--- src/rtl/inst_queue_if.sv ---
// Instruction queue bus bundle.
// Groups the fetch-side push port, the decode-side issue port and the flush
// request into one interface.
//   master : the surrounding pipeline. It drives flush, push and issue
//            controls and receives full/head data.
//   slave  : the queue itself.
// Fetch -> queue : push1_i, push2_i, f_inst{1,2}_i, f_addr{1,2}_i, f_bpu{1,2}_i
// Queue -> fetch : full_o
// Queue -> decode: inst{1,2}_o, inst{1,2}_addr_o, bpu_predict_info_o,
//                  issue_en_o, is_in_delayslot_o
// Decode -> queue: issued_i, issue_mode_i, ninst_in_delayslot_i
// Pipeline       : flush_i
interface inst_queue_if;
    logic        flush_i;
    logic        push1_i;
    logic        push2_i;
    logic [31:0] f_inst1_i;
    logic [31:0] f_inst2_i;
    logic [31:0] f_addr1_i;
    logic [31:0] f_addr2_i;
    logic [32:0] f_bpu1_i;
    logic [32:0] f_bpu2_i;
    logic        full_o;
    logic [31:0] inst1_o;
    logic [31:0] inst2_o;
    logic [31:0] inst1_addr_o;
    logic [31:0] inst2_addr_o;
    logic [32:0] bpu_predict_info_o;
    logic        issue_en_o;
    logic        is_in_delayslot_o;
    logic        issued_i;
    logic        issue_mode_i;
    logic        ninst_in_delayslot_i;

    modport master (
        output flush_i, push1_i, push2_i,
        output f_inst1_i, f_inst2_i, f_addr1_i, f_addr2_i, f_bpu1_i, f_bpu2_i,
        output issued_i, issue_mode_i, ninst_in_delayslot_i,
        input  full_o, inst1_o, inst2_o, inst1_addr_o, inst2_addr_o,
        input  bpu_predict_info_o, issue_en_o, is_in_delayslot_o
    );

    modport slave (
        input  flush_i, push1_i, push2_i,
        input  f_inst1_i, f_inst2_i, f_addr1_i, f_addr2_i, f_bpu1_i, f_bpu2_i,
        input  issued_i, issue_mode_i, ninst_in_delayslot_i,
        output full_o, inst1_o, inst2_o, inst1_addr_o, inst2_addr_o,
        output bpu_predict_info_o, issue_en_o, is_in_delayslot_o
    );
endinterface

--- src/rtl/inst_queue.sv ---
// Dual-port instruction queue between fetch and the dual-issue decode stage.
// Accepts 0/1/2 instructions per cycle from fetch and retires 0/1/2 per cycle
// as decode issues them. The two oldest entries are presented combinationally.
// It also carries the delay-slot flag across single-issue boundaries.
// Ports:
//   clk : clock, rising edge
//   rst : asynchronous active-low reset
//   q   : inst_queue_if.slave (fetch push, decode issue, flush, head outputs)
// Parameters:
//   DEPTH : entry count, power of two, >= 4
//   PTR_W : log2(DEPTH)
module inst_queue #(
    parameter int DEPTH = 16,
    parameter int PTR_W = 4
) (
    input  logic          clk,
    input  logic          rst,
    inst_queue_if.slave   q
);
    localparam int CNT_W = PTR_W + 1;

    // Entry storage, split per field so every read port is fully used.
    logic [31:0] inst_mem [DEPTH];
    logic [31:0] addr_mem [DEPTH];
    logic [32:0] bpu_mem  [DEPTH];

    logic [PTR_W-1:0] rd_ptr_reg, rd_ptr_next;
    logic [PTR_W-1:0] wr_ptr_reg, wr_ptr_next;
    logic [CNT_W-1:0] count_reg, count_next;
    logic             ds_flag_reg, ds_flag_next;

    logic             full;
    logic [1:0]       push_n;
    logic [1:0]       pop_n;
    logic [PTR_W-1:0] wr_ptr_p1;
    logic [PTR_W-1:0] rd_ptr_p1;
    logic             has_one;
    logic             has_two;

    // Pointers are PTR_W bits wide, so +1 wraps modulo DEPTH for free.
    assign wr_ptr_p1 = wr_ptr_reg + PTR_W'(1);
    assign rd_ptr_p1 = rd_ptr_reg + PTR_W'(1);

    // Fetch holds whenever fewer than two slots are free, so a pair always fits.
    assign full    = count_reg >= CNT_W'(DEPTH - 1);
    assign has_one = count_reg != '0;
    assign has_two = count_reg >= CNT_W'(2);

    always_comb begin
        push_n       = 2'd0;
        pop_n        = 2'd0;
        rd_ptr_next  = rd_ptr_reg;
        wr_ptr_next  = wr_ptr_reg;
        count_next   = count_reg;
        ds_flag_next = ds_flag_reg;

        // Push decision uses the pre-pop count; slot 2 rides only on slot 1.
        if (q.push1_i && !full) begin
            push_n = q.push2_i ? 2'd2 : 2'd1;
        end

        // Dual issue with a single entry left retires just that entry.
        if (q.issued_i && has_one) begin
            pop_n = (q.issue_mode_i && has_two) ? 2'd2 : 2'd1;
        end

        if (q.flush_i) begin
            rd_ptr_next  = '0;
            wr_ptr_next  = '0;
            count_next   = '0;
            ds_flag_next = 1'b0;
        end else begin
            rd_ptr_next = rd_ptr_reg + PTR_W'(pop_n);
            wr_ptr_next = wr_ptr_reg + PTR_W'(push_n);
            count_next  = count_reg + CNT_W'(push_n) - CNT_W'(pop_n);
            // A dual issue takes a branch together with its slot, so the
            // flag only survives a single issue, and then as decode reports it.
            if (pop_n != 2'd0) begin
                ds_flag_next = q.issue_mode_i ? 1'b0 : q.ninst_in_delayslot_i;
            end
        end
    end

    always_ff @(posedge clk or negedge rst) begin
        if (!rst) begin
            rd_ptr_reg  <= '0;
            wr_ptr_reg  <= '0;
            count_reg   <= '0;
            ds_flag_reg <= 1'b0;
        end else begin
            rd_ptr_reg  <= rd_ptr_next;
            wr_ptr_reg  <= wr_ptr_next;
            count_reg   <= count_next;
            ds_flag_reg <= ds_flag_next;
        end
    end

    // Contents need no reset: count gates every output. Flush drops the
    // same-cycle push so nothing stale is written behind the reset pointers.
    always_ff @(posedge clk) begin
        if (!q.flush_i) begin
            if (push_n != 2'd0) begin
                inst_mem[wr_ptr_reg] <= q.f_inst1_i;
                addr_mem[wr_ptr_reg] <= q.f_addr1_i;
                bpu_mem[wr_ptr_reg]  <= q.f_bpu1_i;
            end
            if (push_n == 2'd2) begin
                inst_mem[wr_ptr_p1] <= q.f_inst2_i;
                addr_mem[wr_ptr_p1] <= q.f_addr2_i;
                bpu_mem[wr_ptr_p1]  <= q.f_bpu2_i;
            end
        end
    end

    // Head outputs read straight from storage; a push shows up one cycle later.
    assign q.inst1_o            = has_one ? inst_mem[rd_ptr_reg] : 32'd0;
    assign q.inst1_addr_o       = has_one ? addr_mem[rd_ptr_reg] : 32'd0;
    assign q.bpu_predict_info_o = has_one ? bpu_mem[rd_ptr_reg]  : 33'd0;
    assign q.inst2_o            = has_two ? inst_mem[rd_ptr_p1]  : 32'd0;
    assign q.inst2_addr_o       = has_two ? addr_mem[rd_ptr_p1]  : 32'd0;
    assign q.issue_en_o         = has_one;
    assign q.full_o             = full;
    assign q.is_in_delayslot_o  = ds_flag_reg;
endmodule

--- src/flat_wrapper.sv ---
// flat-port wrapper written by rule: the top's interface ports become plain ports
module inst_queue_flat 
#(
    parameter int DEPTH = 16,
    parameter int PTR_W = 4
)
  (clk, rst, q_flush_i, q_push1_i, q_push2_i, q_f_inst1_i, q_f_inst2_i, q_f_addr1_i, q_f_addr2_i, q_f_bpu1_i, q_f_bpu2_i, q_issued_i, q_issue_mode_i, q_ninst_in_delayslot_i, q_full_o, q_inst1_o, q_inst2_o, q_inst1_addr_o, q_inst2_addr_o, q_bpu_predict_info_o, q_issue_en_o, q_is_in_delayslot_o);
  inst_queue_if q_i ();
  input  logic clk;
  input  logic rst;
  input wire logic [$bits(q_i.flush_i)-1:0] q_flush_i;
  input wire logic [$bits(q_i.push1_i)-1:0] q_push1_i;
  input wire logic [$bits(q_i.push2_i)-1:0] q_push2_i;
  input wire logic [$bits(q_i.f_inst1_i)-1:0] q_f_inst1_i;
  input wire logic [$bits(q_i.f_inst2_i)-1:0] q_f_inst2_i;
  input wire logic [$bits(q_i.f_addr1_i)-1:0] q_f_addr1_i;
  input wire logic [$bits(q_i.f_addr2_i)-1:0] q_f_addr2_i;
  input wire logic [$bits(q_i.f_bpu1_i)-1:0] q_f_bpu1_i;
  input wire logic [$bits(q_i.f_bpu2_i)-1:0] q_f_bpu2_i;
  input wire logic [$bits(q_i.issued_i)-1:0] q_issued_i;
  input wire logic [$bits(q_i.issue_mode_i)-1:0] q_issue_mode_i;
  input wire logic [$bits(q_i.ninst_in_delayslot_i)-1:0] q_ninst_in_delayslot_i;
  output wire logic [$bits(q_i.full_o)-1:0] q_full_o;
  output wire logic [$bits(q_i.inst1_o)-1:0] q_inst1_o;
  output wire logic [$bits(q_i.inst2_o)-1:0] q_inst2_o;
  output wire logic [$bits(q_i.inst1_addr_o)-1:0] q_inst1_addr_o;
  output wire logic [$bits(q_i.inst2_addr_o)-1:0] q_inst2_addr_o;
  output wire logic [$bits(q_i.bpu_predict_info_o)-1:0] q_bpu_predict_info_o;
  output wire logic [$bits(q_i.issue_en_o)-1:0] q_issue_en_o;
  output wire logic [$bits(q_i.is_in_delayslot_o)-1:0] q_is_in_delayslot_o;
  assign q_i.flush_i = q_flush_i;
  assign q_i.push1_i = q_push1_i;
  assign q_i.push2_i = q_push2_i;
  assign q_i.f_inst1_i = q_f_inst1_i;
  assign q_i.f_inst2_i = q_f_inst2_i;
  assign q_i.f_addr1_i = q_f_addr1_i;
  assign q_i.f_addr2_i = q_f_addr2_i;
  assign q_i.f_bpu1_i = q_f_bpu1_i;
  assign q_i.f_bpu2_i = q_f_bpu2_i;
  assign q_i.issued_i = q_issued_i;
  assign q_i.issue_mode_i = q_issue_mode_i;
  assign q_i.ninst_in_delayslot_i = q_ninst_in_delayslot_i;
  assign q_full_o = q_i.full_o;
  assign q_inst1_o = q_i.inst1_o;
  assign q_inst2_o = q_i.inst2_o;
  assign q_inst1_addr_o = q_i.inst1_addr_o;
  assign q_inst2_addr_o = q_i.inst2_addr_o;
  assign q_bpu_predict_info_o = q_i.bpu_predict_info_o;
  assign q_issue_en_o = q_i.issue_en_o;
  assign q_is_in_delayslot_o = q_i.is_in_delayslot_o;
  inst_queue #(.DEPTH(DEPTH), .PTR_W(PTR_W)) u_core (.clk(clk), .rst(rst), .q(q_i));
endmodule
--- config.mk ---
export PLATFORM = sky130hd
export DESIGN_NAME = inst_queue_flat
export DESIGN_NICKNAME = d
export VERILOG_FILES = /design/src/rtl/inst_queue_if.sv /design/src/rtl/inst_queue.sv /design/src/flat_wrapper.sv
export SDC_FILE = /design/constraint.sdc
export NUM_CORES = 2
export LEC_CHECK = 0
export CAP_MARGIN = 10
export CORE_AREA = 2 2 541 543
export CTS_BUF_LIST = sky130_fd_sc_hd__clkbuf_4 sky130_fd_sc_hd__clkbuf_8
export DETAILED_ROUTE_END_ITERATION = 8
export DIE_AREA = 0 0 543 545
export PLACE_DENSITY = 0.44
export SETUP_SLACK_MARGIN = 0.5
export SYNTH_ARGS = -nofsm -noshare
export SYNTH_HDL_FRONTEND = slang
export SYNTH_SLANG_ARGS = --single-unit
--- constraint.sdc ---
create_clock -name clk -period 11.6 [get_ports clk]
set_clock_uncertainty 0.05 [all_clocks]
set_input_delay 2.32 -clock clk [delete_from_list [all_inputs] [get_ports clk]]
set_output_delay 2.32 -clock clk [all_outputs]
set_load 0.02 [all_outputs]
## Yosys cells after proc, flatten, opt, wreduce, memory -nomap -nowiden

Memories as Yosys holds them, arrays and structs flattened.
Index checks and enable logic that the tools add are counted.

| operators by class | value |
|---|---|
| multiplexer cells | 21 |
| eq/ne operators | 1 |
| div/mod/pow operators | 0 |
| bitwise gates (word level) | 0 |
| reduce and logical (&&, ||, !) cells | 8 |
| $mul | 0 |
| shift-type cells | 0 |
| add/sub/neg operators | 6 |
| magnitude comparators | 2 |

Operator list:

| operator | number |
|---|---|
| 2-to-1 mux 32 bit | 4 |
| 2-to-1 mux 33 bit | 1 |
| 2-to-1 mux 1 bit | 9 |
| adder 4 x 1 -> 4 bit, second input constant | 2 |
| adder 4 x 2 -> 4 bit | 2 |
| 2-to-1 mux 2 bit | 4 |
| 2-to-1 mux 4 bit | 2 |
| nonzero test 2 bit | 3 |
| adder 5 x 2 -> 5 bit | 1 |
| greater-or-equal comparator 5 x 2 -> 1 bit, second input constant | 1 |
| greater-or-equal comparator 5 x 4 -> 1 bit, second input constant | 1 |
| 2-to-1 mux 5 bit | 1 |
| nonzero test 5 bit | 1 |
| subtractor 5 x 2 -> 5 bit | 1 |
| logical AND 1 bit | 3 |
| equality test 2 bit, second input constant | 1 |
| logical NOT 1 bit | 1 |

| word-level totals | value |
|---|---|
| latch bits | 0 |
| memory bits (read-only) | 0 |
| memories kept | 3 |
| word-level logic and storage cells | 45 |
| memory bits (writable) | 1552 |
| output and inout bits | 164 |
| register bits after elaboration | 14 |
| input port bits | 202 |

Memory list:

| memory | words | width | read ports | clocked after Yosys merged registers in | write ports | line | source |
|---|---|---|---|---|---|---|---|
| u_core.bpu_mem | 16 | 33 | 1 | 0 | 2 | inst_queue.sv:25 | `logic [32:0] bpu_mem [DEPTH];` |
| u_core.addr_mem | 16 | 32 | 2 | 0 | 2 | inst_queue.sv:24 | `logic [31:0] addr_mem [DEPTH];` |
| u_core.inst_mem | 16 | 32 | 2 | 0 | 2 | inst_queue.sv:23 | `logic [31:0] inst_mem [DEPTH];` |

## Logic depth before layout (Yosys ltp)

| logic depth | value |
|---|---|
| depth after elaboration | 8 |
| mapped depth | 15 |
| depth with buffers taken out | 14 |

## Worst setup path after synthesis

No wires, ideal clock.

| timing | value |
|---|---|
| path type | input -> register |
| start point | in q_flush_i |
| end point | mem u_core.addr_mem[7][0] (enable) |
| arrival | 9.779 ns |
| library setup time | 0.687 ns |
| setup slack | 1.084 ns |
| stages | 4 |
| cells stage by stage | buf_2 > and4b_1 > o211ai_4 > o21ai_0 |

RTL lines:

| what | line | source |
|---|---|---|
| start, declared | flat_wrapper.sv:11 | `input wire logic [$bits(q_i.flush_i)-1:0] q_flush_i;` |
| end, declared | inst_queue.sv:24 |  |

## Worst setup path after layout

| timing | value |
|---|---|
| start point | reg u_core.rd_ptr_reg[0] |
| end point | out q_bpu_predict_info_o[3] |

| between the ends | value |
|---|---|
| cells in the longest elaborated chain, start to end | 2 |

Ends and longest elaborated chain:

| what | line | source |
|---|---|---|
| start, declared | inst_queue.sv:27 | `logic [PTR_W-1:0] rd_ptr_reg, rd_ptr_next;` |
| start signal, assigned | inst_queue.sv:91 | `rd_ptr_reg <= rd_ptr_next;` |
| memory read (16 x 33 bit) | - |  |
| 2-to-1 mux 33 bit | inst_queue.sv:118 | `assign q.bpu_predict_info_o = has_one ? bpu_mem[rd_ptr_reg] : 33'd0;` |
| end, declared | flat_wrapper.sv:28 | `output wire logic [$bits(q_i.bpu_predict_info_o)-1:0] q_bpu_predict_info_o;` |

No other way between the ends.

==> results.toml <==
[run_status]
status = "complete, no violations"

[logic_synthesis]
yosys.area_share.simple = 0.00456
synth_top_family_by_area = "multiplexers"
ys_ff_latch = 1566
synth_xor_area_frac = 0.000607
synth_compound_area_frac = 0.0278
syn_inst = 5044
synth_top_flop_cell = "edfxtp_1"
synth-seq-area-share = 0.542
synth_edf_count = 1552
ys_top_cells_by_area = "edfxtp_1 (54%), mux2_2 (20%), mux4_2 (17%)"
ys_types = 52
ys.warnings.count = 0
synth_top_area_frac = 0.538
synth_top_area_cell = "edfxtp_1"
synth_adder_area_share = 0.00309
async_flop_share = 0.00894
synthesis.nets = 5265
postSynthAreaPerCell_um2 = 17.2
synthMuxAreaShare = 0.392
syn_area_mm2 = 0.0866

[global_routing]
gr-usage-all-layers = 0.224
antenna_found_initial = 62
grt_max_degree = 116
overflow = 0
grt_pass1_wl_mm = 466
grt_pass1_vias = 55300

[route]
num_vias = 52600
ant_nets = 0
wl_per_cell_um = 35.9
via_per_inst = 5.60
drtIter0Drc = 4606
drc = 0
routed_wl_mm = 337
drt_first_pass_iters = 7

[clocking]
clock_latency_ps = 960
cts_tree = "yes"
path_clk_slew_ps = 50
post-cts-setup-buffers = 0
hold_buffers = 0
numCtsBuffers = 319
htreeDepth = 5
postCtsResizedCells = 0
clockBufferDepth = 4
cts_root_buf = "clkbuf_8"
clock-sinks = 1566

[sta]
hold_viol = 0
rsz0062_at_grt = "false"
slew_headroom = 0.150
period_needed_ps = 8650
fmax_ghz = 0.116
worst_pin_slew_ps = 1270
tns_ps = 0
final.period_utilization = 0.746
final_max_slew_viol_count = 0
final-setup-viol-count = 0

[layout]
top_register = "u_core.bpu_mem"
largest_register_ffs = 528
layout.nets = 5475
postLayoutCoreUtil = 0.345
layout_common_cells = "edfxtp_1 (1552), mux2_2 (1507), mux4_2 (644), clkdlybuf4s50_1 (365), clkbuf_8 (323)"
reg_top3 = "u_core.bpu_mem: 528 flops, u_core.addr_mem: 512 flops, u_core.inst_mem: 512 flops"
layout_commonest_cell = "edfxtp_1"
drive_gt1_frac = 0.510
fin_cells = 9397
area_growth_pct = 15.4

[power]
powerDensity_mw_per_mm2 = 206
vdd_ir_drop_max_mv = 0.257
leakage_nw = 30.8

[worst_setup_path]
r2r-start = "u_core.count_reg[4]$_DFF_PN0_"
crit_path_end_kind = "output port"
crit_type = "reg -> out"
crit_start = "u_core.rd_ptr_reg[0]$_DFF_PN0_"
cp-start-kind = "flip-flop"
cp.arrival_ps = 6280
worstPathRequired_ps = 9230
path_max_fanout = 115

[floorplanning]
ioPinCount = 366
core_area_mm2 = 0.290
die-area_mm2 = 0.296
fp-row-count = 198
dieHeight_um = 545
start_util = 0.299
chipWidth_um = 543

[job]
cap_violations = 0

[placement]
place_congestion = 0.732
dp_hpwl_mm = 175
io_buffer_count = 365
place_inst = 8833

[hold_path]
hold_start = "u_core.q.is_in_delayslot_o$_DFFE_PN0P_"
hp-class = "reg -> reg"
-- report_power, final --
| part | internal, mW | switching [mW] |
|---|---|---|
| clock | 3.04 | 2.63 |
| combinational | 3.89 | 4.56 |
| sequential | 6.38 | 0.112 |
-- cells in the mapped netlist, types with 15 or more instances --
cell type	number
nand2_1	22
buf_1	37
o21ai_0	143
ha_1	15
mux2_2	1507
a31oi_1	65
mux2_1	45
a22oi_1	64
clkbuf_1	298
mux4_2	644
edfxtp_1	1552
o22ai_1	97
mux2i_1	194
buf_2	237
-- routing by layer --
| metal | part of all wire | global-route usage | vias to the layer above |
|---|---|---|---|
| met3 | 0.056 | 0.0381 | 512 |
| met5 | 0.00094 | 0 | - |
| met1 | 0.42 | 0.295 | 28900 |
| met2 | 0.49 | 0.381 | 1836 |
| met4 | 0.026 | 0.0619 | 48 |
| li1 | - | - | 21300 |
-- final timing paths --
| path | to | slack (ps) | depth (start not counted) |
|---|---|---|---|
| max | q_bpu_predict_info_o[3] | 2950 | 7 |
| min | u_core.q.is_in_delayslot_o$_DFFE_PN0P_ | 480 | 2 |
| max in group asynchronous | u_core.rd_ptr_reg[0]$_DFF_PN0_ | 9140 | 1 |
| min reg2reg | u_core.q.is_in_delayslot_o$_DFFE_PN0P_ | 480 | 2 |
| max reg2reg | u_core.inst_mem[6][6]$_DFFE_PP_ | 6440 | 8 |
| min in group asynchronous | u_core.rd_ptr_reg[2]$_DFF_PN0_ | 1770 | 1 |
-- per-stage QoR --
step                hold WS (ps)  cell area (um2)  power [mW]  setup slack, ps
floorplan                    506            86600        12.1             1080
global placement             462            94000        15.2             3740
detailed placement           477            94000        15.2             3710
CTS                          485           100000        21.0             2590
global route                 509           100000        21.5             2370
finish                       477           100000        20.6             2950
-- final cells by class --
cell class | instances | area, um2
Sequential cell | 1566 | 47000
Fill cell | 27700 | 190000
Clock buffer | 432 | 5260
Timing Repair Buffer | 477 | 4680
Clock inverter | 119 | 702
Tap cell | 3900 | 4880
Antenna cell | 13 | 32.5
Inverter | 14 | 52.6
Multi-Input combinational cell | 2876 | 37400
-- cells by family after synthesis --
kind of cell	count (synthesis)
simple gates	67
compound gates	394
buf+inv	602
mux	2390
xor+xnor	6
flops	1566
fa+ha+maj	19
-- critical path, cell delays in order (launching register included) --
cell             delay, ps
dfrtp_4                890
buf_12                 750
buf_4                  910
buf_4                  870
mux4_2                 390
mux2i_1                 70
o22ai_1                560
clkdlybuf4s50_1        740
(Power assumes the default switching activity.)
